<file path="src/rtl/a5_wb_pkg.sv">
// Shared constants, types and helpers for the A5 keystream Wishbone slave.
package a5_wb_pkg;

    localparam int KEY_W      = 64;
    localparam int FRAME_W    = 22;
    localparam int KS_W       = 32;
    localparam int CHAN_SHIFT = 5;
    localparam int REG_SHIFT  = 2;
    localparam int CHAN_BITS  = 3;
    localparam int REG_BITS   = 3;

    typedef logic [REG_BITS-1:0]  reg_idx_t;
    typedef logic [CHAN_BITS-1:0] chan_idx_t;

    localparam reg_idx_t REG_KS     = 3'd0;
    localparam reg_idx_t REG_STATUS = 3'd1;
    localparam reg_idx_t REG_KEY_LO = 3'd2;
    localparam reg_idx_t REG_KEY_HI = 3'd3;
    localparam reg_idx_t REG_FRAME  = 3'd4;
    localparam reg_idx_t REG_CTRL   = 3'd5;

    localparam int STAT_EMPTY_BIT = 0;
    localparam int STAT_UFLOW_LSB = 8;
    localparam int CTRL_START_BIT = 0;
    localparam int CTRL_CLR_BIT   = 1;

    typedef struct packed {
        logic      valid;
        logic      mapped;
        logic      we;
        chan_idx_t ch;
        reg_idx_t  rg;
    } wb_dec_t;

    // Byte-lane write merge: lanes with a clear select keep their old contents.
    function automatic logic [31:0] merge_lanes(input logic [31:0] old_v,
                                                input logic [31:0] new_v,
                                                input logic [3:0]  sel);
        logic [31:0] res;
        res = old_v;
        for (int b = 0; b < 4; b++) begin
            if (sel[b]) begin
                res[8*b +: 8] = new_v[8*b +: 8];
            end
        end
        return res;
    endfunction

endpackage

</file>
<file path="src/rtl/a5_wb_if_chan_regs.sv">
// One keystream channel: KEY/FRAME registers, saturating underflow counter,
// and the pop/start pulses that line up with the bus acknowledge.
module a5_wb_chan_regs
    import a5_wb_pkg::*;
#(
    parameter int UFLOW_W = 8
) (
    input  logic               clk,
    input  logic               reset_n,
    input  logic               hit_i,
    input  logic               we_i,
    input  reg_idx_t           reg_i,
    input  logic [3:0]         sel_i,
    input  logic [31:0]        dat_i,
    input  logic               ks_empty_i,
    output logic [KEY_W-1:0]   key_o,
    output logic [FRAME_W-1:0] frame_o,
    output logic [UFLOW_W-1:0] uflow_o,
    output logic               ks_rd_en_o,
    output logic               start_o
);

    logic [KEY_W-1:0]   key_q, key_d;
    logic [FRAME_W-1:0] frame_q, frame_d;
    logic [UFLOW_W-1:0] uflow_q, uflow_d;
    logic               pop_q, pop_d;
    logic               start_q, start_d;
    logic [31:0]        frame_merged;
    logic               unused_frame_hi;

    assign frame_merged    = merge_lanes({{(32-FRAME_W){1'b0}}, frame_q}, dat_i, sel_i);
    assign unused_frame_hi = ^frame_merged[31:FRAME_W];

    always_comb begin
        key_d   = key_q;
        frame_d = frame_q;
        uflow_d = uflow_q;
        pop_d   = 1'b0;
        start_d = 1'b0;

        if (hit_i && !we_i && reg_i == REG_KS) begin
            if (ks_empty_i) begin
                if (uflow_q != '1) begin
                    uflow_d = uflow_q + UFLOW_W'(1);
                end
            end else begin
                pop_d = 1'b1;
            end
        end

        // Evaluated after the increment so a clear always takes priority.
        if (hit_i && we_i) begin
            case (reg_i)
                REG_KEY_LO: key_d[31:0]  = merge_lanes(key_q[31:0], dat_i, sel_i);
                REG_KEY_HI: key_d[63:32] = merge_lanes(key_q[63:32], dat_i, sel_i);
                REG_FRAME:  frame_d      = frame_merged[FRAME_W-1:0];
                REG_CTRL: begin
                    if (sel_i[0]) begin
                        start_d = dat_i[CTRL_START_BIT];
                        if (dat_i[CTRL_CLR_BIT]) begin
                            uflow_d = '0;
                        end
                    end
                end
                default: ;
            endcase
        end
    end

    always_ff @(posedge clk or negedge reset_n) begin
        if (!reset_n) begin
            key_q   <= '0;
            frame_q <= '0;
            uflow_q <= '0;
            pop_q   <= 1'b0;
            start_q <= 1'b0;
        end else begin
            key_q   <= key_d;
            frame_q <= frame_d;
            uflow_q <= uflow_d;
            pop_q   <= pop_d;
            start_q <= start_d;
        end
    end

    assign key_o      = key_q;
    assign frame_o    = frame_q;
    assign uflow_o    = uflow_q;
    assign ks_rd_en_o = pop_q;
    assign start_o    = start_q;

endmodule

</file>
<file path="src/rtl/a5_wb_if.sv">
// Wishbone classic slave fronting CHANNELS A5 keystream generators.
// Define A5_WB_IF_ERR_EN to answer unmapped accesses with wbs_err_o instead of wbs_ack_o.
module a5_wb_if
    import a5_wb_pkg::*;
#(
    parameter int CHANNELS = 2,
    parameter int UFLOW_W  = 8
) (
    input  logic                        clk,
    input  logic                        reset_n,
    input  logic                        wbs_stb_i,
    input  logic                        wbs_cyc_i,
    input  logic                        wbs_we_i,
    input  logic [3:0]                  wbs_sel_i,
    input  logic [31:0]                 wbs_dat_i,
    input  logic [31:0]                 wbs_adr_i,
    output logic                        wbs_ack_o,
`ifdef A5_WB_IF_ERR_EN
    output logic                        wbs_err_o,
`endif
    output logic [31:0]                 wbs_dat_o,
    input  logic [KS_W*CHANNELS-1:0]    ks_data_i,
    input  logic [CHANNELS-1:0]         ks_empty_i,
    output logic [CHANNELS-1:0]         ks_rd_en_o,
    output logic [KEY_W*CHANNELS-1:0]   key_o,
    output logic [FRAME_W*CHANNELS-1:0] frame_o,
    output logic [CHANNELS-1:0]         start_o
);

    logic               ack_q, ack_d;
    logic [31:0]        dat_q, dat_d;
    logic [31:0]        rdata;
    logic               busy;
    wb_dec_t            dec;
    logic [CHANNELS-1:0] ch_hit;
    logic [UFLOW_W-1:0] uflow [CHANNELS];
    logic               unused_adr;

    assign unused_adr = ^{wbs_adr_i[31:CHAN_SHIFT+CHAN_BITS], wbs_adr_i[REG_SHIFT-1:0]};

`ifdef A5_WB_IF_ERR_EN
    logic err_q, err_d;
    assign busy = ack_q | err_q;
`else
    assign busy = ack_q;
`endif

    // A new access is only taken while no response is on the bus, which
    // forces an idle cycle between back-to-back responses.
    always_comb begin
        dec        = '0;
        dec.valid  = wbs_stb_i & wbs_cyc_i & ~busy;
        dec.we     = wbs_we_i;
        dec.ch     = wbs_adr_i[CHAN_SHIFT +: CHAN_BITS];
        dec.rg     = wbs_adr_i[REG_SHIFT +: REG_BITS];
        dec.mapped = ({29'd0, dec.ch} < 32'(CHANNELS)) && (dec.rg <= REG_CTRL);
    end

    for (genvar c = 0; c < CHANNELS; c++) begin : g_chan
        assign ch_hit[c] = dec.valid && dec.mapped && (dec.ch == 3'(c));

        a5_wb_chan_regs #(
            .UFLOW_W (UFLOW_W)
        ) u_chan (
            .clk        (clk),
            .reset_n    (reset_n),
            .hit_i      (ch_hit[c]),
            .we_i       (dec.we),
            .reg_i      (dec.rg),
            .sel_i      (wbs_sel_i),
            .dat_i      (wbs_dat_i),
            .ks_empty_i (ks_empty_i[c]),
            .key_o      (key_o[c*KEY_W +: KEY_W]),
            .frame_o    (frame_o[c*FRAME_W +: FRAME_W]),
            .uflow_o    (uflow[c]),
            .ks_rd_en_o (ks_rd_en_o[c]),
            .start_o    (start_o[c])
        );
    end

    always_comb begin
        rdata = '0;
        for (int c = 0; c < CHANNELS; c++) begin
            if (dec.ch == 3'(c)) begin
                case (dec.rg)
                    REG_KS:     rdata = ks_empty_i[c] ? '0 : ks_data_i[c*KS_W +: KS_W];
                    REG_STATUS: begin
                        rdata[STAT_EMPTY_BIT]             = ks_empty_i[c];
                        rdata[STAT_UFLOW_LSB +: UFLOW_W]  = uflow[c];
                    end
                    REG_KEY_LO: rdata = key_o[c*KEY_W +: 32];
                    REG_KEY_HI: rdata = key_o[c*KEY_W+32 +: 32];
                    REG_FRAME:  rdata[FRAME_W-1:0] = frame_o[c*FRAME_W +: FRAME_W];
                    default:    rdata = '0;
                endcase
            end
        end
    end

    assign dat_d = (dec.valid && dec.mapped && !dec.we) ? rdata : '0;

`ifdef A5_WB_IF_ERR_EN
    assign ack_d = dec.valid & dec.mapped;
    assign err_d = dec.valid & ~dec.mapped;

    always_ff @(posedge clk or negedge reset_n) begin
        if (!reset_n) begin
            err_q <= 1'b0;
        end else begin
            err_q <= err_d;
        end
    end

    assign wbs_err_o = err_q;
`else
    assign ack_d = dec.valid;
`endif

    always_ff @(posedge clk or negedge reset_n) begin
        if (!reset_n) begin
            ack_q <= 1'b0;
            dat_q <= '0;
        end else begin
            ack_q <= ack_d;
            dat_q <= dat_d;
        end
    end

    assign wbs_ack_o = ack_q;
    assign wbs_dat_o = dat_q;

endmodule

</file>
<file path="config.mk">
export PLATFORM = sky130hd
export DESIGN_NAME = a5_wb_if
export DESIGN_NICKNAME = d
export VERILOG_FILES = /design/src/rtl/a5_wb_pkg.sv /design/src/rtl/a5_wb_if_chan_regs.sv /design/src/rtl/a5_wb_if.sv
export SDC_FILE = /design/constraint.sdc
export NUM_CORES = 1
export LEC_CHECK = 0
export ABC_AREA = 1
export CORE_MARGIN = 5
export CORE_UTILIZATION = 45
export DETAILED_ROUTE_END_ITERATION = 8
export PLACE_DENSITY = 0.77
export SYNTH_ARGS = -nofsm -noshare
export SYNTH_HDL_FRONTEND = slang
export SYNTH_HIERARCHICAL = 1
export SYNTH_SLANG_ARGS = --single-unit
export TNS_END_PERCENT = 20
</file>
<file path="constraint.sdc">
create_clock -name clk -period 2.75 [get_ports clk]
set_input_delay 0.55 -clock clk [delete_from_list [all_inputs] [get_ports clk]]
set_output_delay 0.55 -clock clk [all_outputs]
set_load 0.02 [all_outputs]
</file>
==> metrics.txt <==
status complete, no violations; maximum clock frequency 432 MHz; initial antenna violation count 0; CTS tree done; worst-margin pin slew 1.21 ns; nets 1954; leakage 0.00764 uW; Max clock buf depth 3; final hold violation count 0; peak supply drop 352 uV; Synth cell types 33; Die X 170 um; Warnings, synthesis 6; total CTS buffers 24; # diodes 0; first-pass GRT wire length 65.3 mm; CP endpoint kind flip-flop; Most used DFF post-synth dfrtp_1; crit-path cells clkdlybuf4s50_1 -> nand2_1 -> nor2_2 -> nand2_1 -> nor2_1 -> nand2_1 -> nor2_1 -> nand2_2 -> nand2_1 -> o21ai_2; clk sinks 225; GP Congestion 0.933; Post-CTS Setup Inserts 0; clock share of power 0.446; Yosys reg bits 225; initial DRC count 1082; Vias 11700; routed length per instance 19.5 um; die height 170 um; Comb power frac 0.106; CP bufs+invs 1; min Tclk post-route 2.32 ns; clk slew on worst S/H paths 0.06 ns; PwrDens 477 nW/um^2; switch share 0.243; Post-Place Setup Slack -0.0268 ns; I/O Buffers 321; worst path required time 3.15 ns; post-synthesis cell count 1485; P_sw 1860 uW; asr flop ratio synth 1.00; Final WS setup 0.434 ns; layout cells sized above 1 0.0984; Area growth syn-to-layout 39.5%; most frequent CP cell nand2_1; clock latency on the worst-skew pair 0.52 ns; Yosys top cell by area dfrtp_1; H-tree level count 1; Die ar. 28800 um^2; Core Area 25200 um^2; global route total overflow 0; RSZ-0062 raised after global routing false; via/cell ratio 5.41; DR pass1 iterations 6; synth cell count leaders nand2_1 (522), dfrtp_1 (225), inv_1 (136); worst hold path class reg -> reg; FILL cells 2176; row count 58; final setup skew 0.00636 ns; count leader, synth nand2_1; Ports 348; Top Family by Delay on Critical Path simple AND/OR/NAND/NOR gates; startpoint type of the worst setup path primary input; EDFF count, synth 0; Yosys top cell area share 0.490; largest net degree at the start of global routing 85; dpl hpwl 30.8 mm; CP max stage cell clkdlybuf4s50_1; Reg power frac 0.448; crit path DAT 2.72 ns; synthesized cell area 11500 um^2; Max-cap violations 0; Post-Syn Nets 1626; Final Cycle Share 0.842; Final setup viols 0; Design Area, Final 16000 um^2; WS Path Type in -> reg; total power 7640 uW; Max Slew Vio Count 0; GRT Resource Usage Total 0.288; largest fanout on the critical path 16; clock root cell clkbuf_16; Initial Utilization 0.456; number of antenna-violating nets in the routed design 0; synthesized area per cell 7.74 um^2; total wire length 42.2 mm; main area contributors after synthesis dfrtp_1 (49%), nand2_1 (17%), nand4_1 (6.0%), inv_1 (4.4%), nor2_1 (3.5%); slew margin rel. 0.193; final core utilization 0.637; Seq/Total Area, Yosys 0.490; Max stage delay on crit path 0.46 ns; Internal Power 5780 uW; DRC violation count after routing 0; number of global-route vias before repair 11500; Post-DP Area 15200 um^2
through the flow:
stage,cells,setup TNS [ns],hold slack (ns)
2_1_floorplan,1485,0,0.254
4_1_cts,2160,0,0.484
6_report,2160,0,0.488
5_1_grt,2160,0,0.528
3_5_place_dp,2116,-0.179,0.476
3_3_place_gp,2116,0,0.471
placed cells by master, fill, tap and decap left out, types with 4 or more instances in the layout:
cell	instances
nor2_2	8
clkbuf_16	25
clkbuf_8	9
nor2_1	107
nand4_1	110
inv_1	136
nand2_1	522
clkdlybuf4s50_1	318
o21ai_2	41
nand3_1	71
nand2_2	9
inv_2	13
clkbuf_1	5
a21oi_1	6
buf_12	9
o21ai_0	75
dfrtp_1	225
o21ai_1	64
nor2_4	4
buf_4	40
nor3_2	5
final timing paths:
kind	cells after the start	from	slack, ns	endpoint
setup / recovery	10	wbs_cyc_i	0.43	g_chan[1].u_chan/key_o[40]
hold / removal	1	wbs_ack_o	0.49	wbs_ack_o
setup reg to reg	8	wbs_ack_o	0.57	g_chan[1].u_chan/key_o[40]
hold reg to reg	1	wbs_ack_o	0.49	wbs_ack_o
max in group asynchronous	3	reset_n	1.43	g_chan[0].u_chan/key_o[7]
min in group asynchronous	2	reset_n	0.56	wbs_dat_o[29]
what timing repair did:
| action | CTS | global route |
|---|---|---|
| endpoints found under the hold margin | 39 | 0 |
| resized for setup | 0 | 0 |
| hold buffers | 1 | 0 |
power groups by stage:
stage	registers (uW)	clock network (uW)	logic (uW)
floorplan	3520	0	268
global placement	3480	0	795
detailed placement	3480	0	806
CTS	3420	3460	813
global route	3420	3580	877
finish	3420	3410	812
cell families (layout without fill, tap and decap cells):
family | count (synthesis) | in the layout | share of synthesized area
AOI/OAI and AO/OA | 187 | 187 | 0.0951
xor gates and xnor gates | 2 | 2 | 0.00152
adders and majority gates | 2 | 2 | 0.00218
buffers and inverters | 219 | 564 | 0.0854
DFF | 225 | 225 | 0.490
and+or+nand+nor | 850 | 850 | 0.326
area by class of cell:
cell class	count	area (um^2)	share of cell area
Inverter	150	566	0.0353
Tap cell	330	413	0.0258
Multi-Input combinational cell	1041	4880	0.305
Clock inverter	4	70.1	0.00437
Clock buffer	39	768	0.0479
Sequential cell	225	5630	0.351
Timing Repair Buffer	371	3700	0.231
layer usage:
metal | routed length [um] | track usage | share of wire | up-vias
met5 | 0 | 0 | 0 | -
met4 | 1410 | 0.101 | 0.033 | 0
met3 | 4280 | 0.0710 | 0.10 | 91
met2 | 20200 | 0.472 | 0.48 | 595
met1 | 16300 | 0.373 | 0.39 | 5538
li1 | - | - | - | 5451
flip-flops by register name, indices dropped and copies added, names as in the netlist:
register and cells:
g_chan.u_chan/key_o 128, g_chan.u_chan/frame_o 44, g_chan.u_chan/uflow_o 16, g_chan.u_chan/ks_rd_en_o 2
g_chan.u_chan/start_o 2, wbs_dat_o 32, wbs_ack_o 1
(Power assumes the default switching activity.)
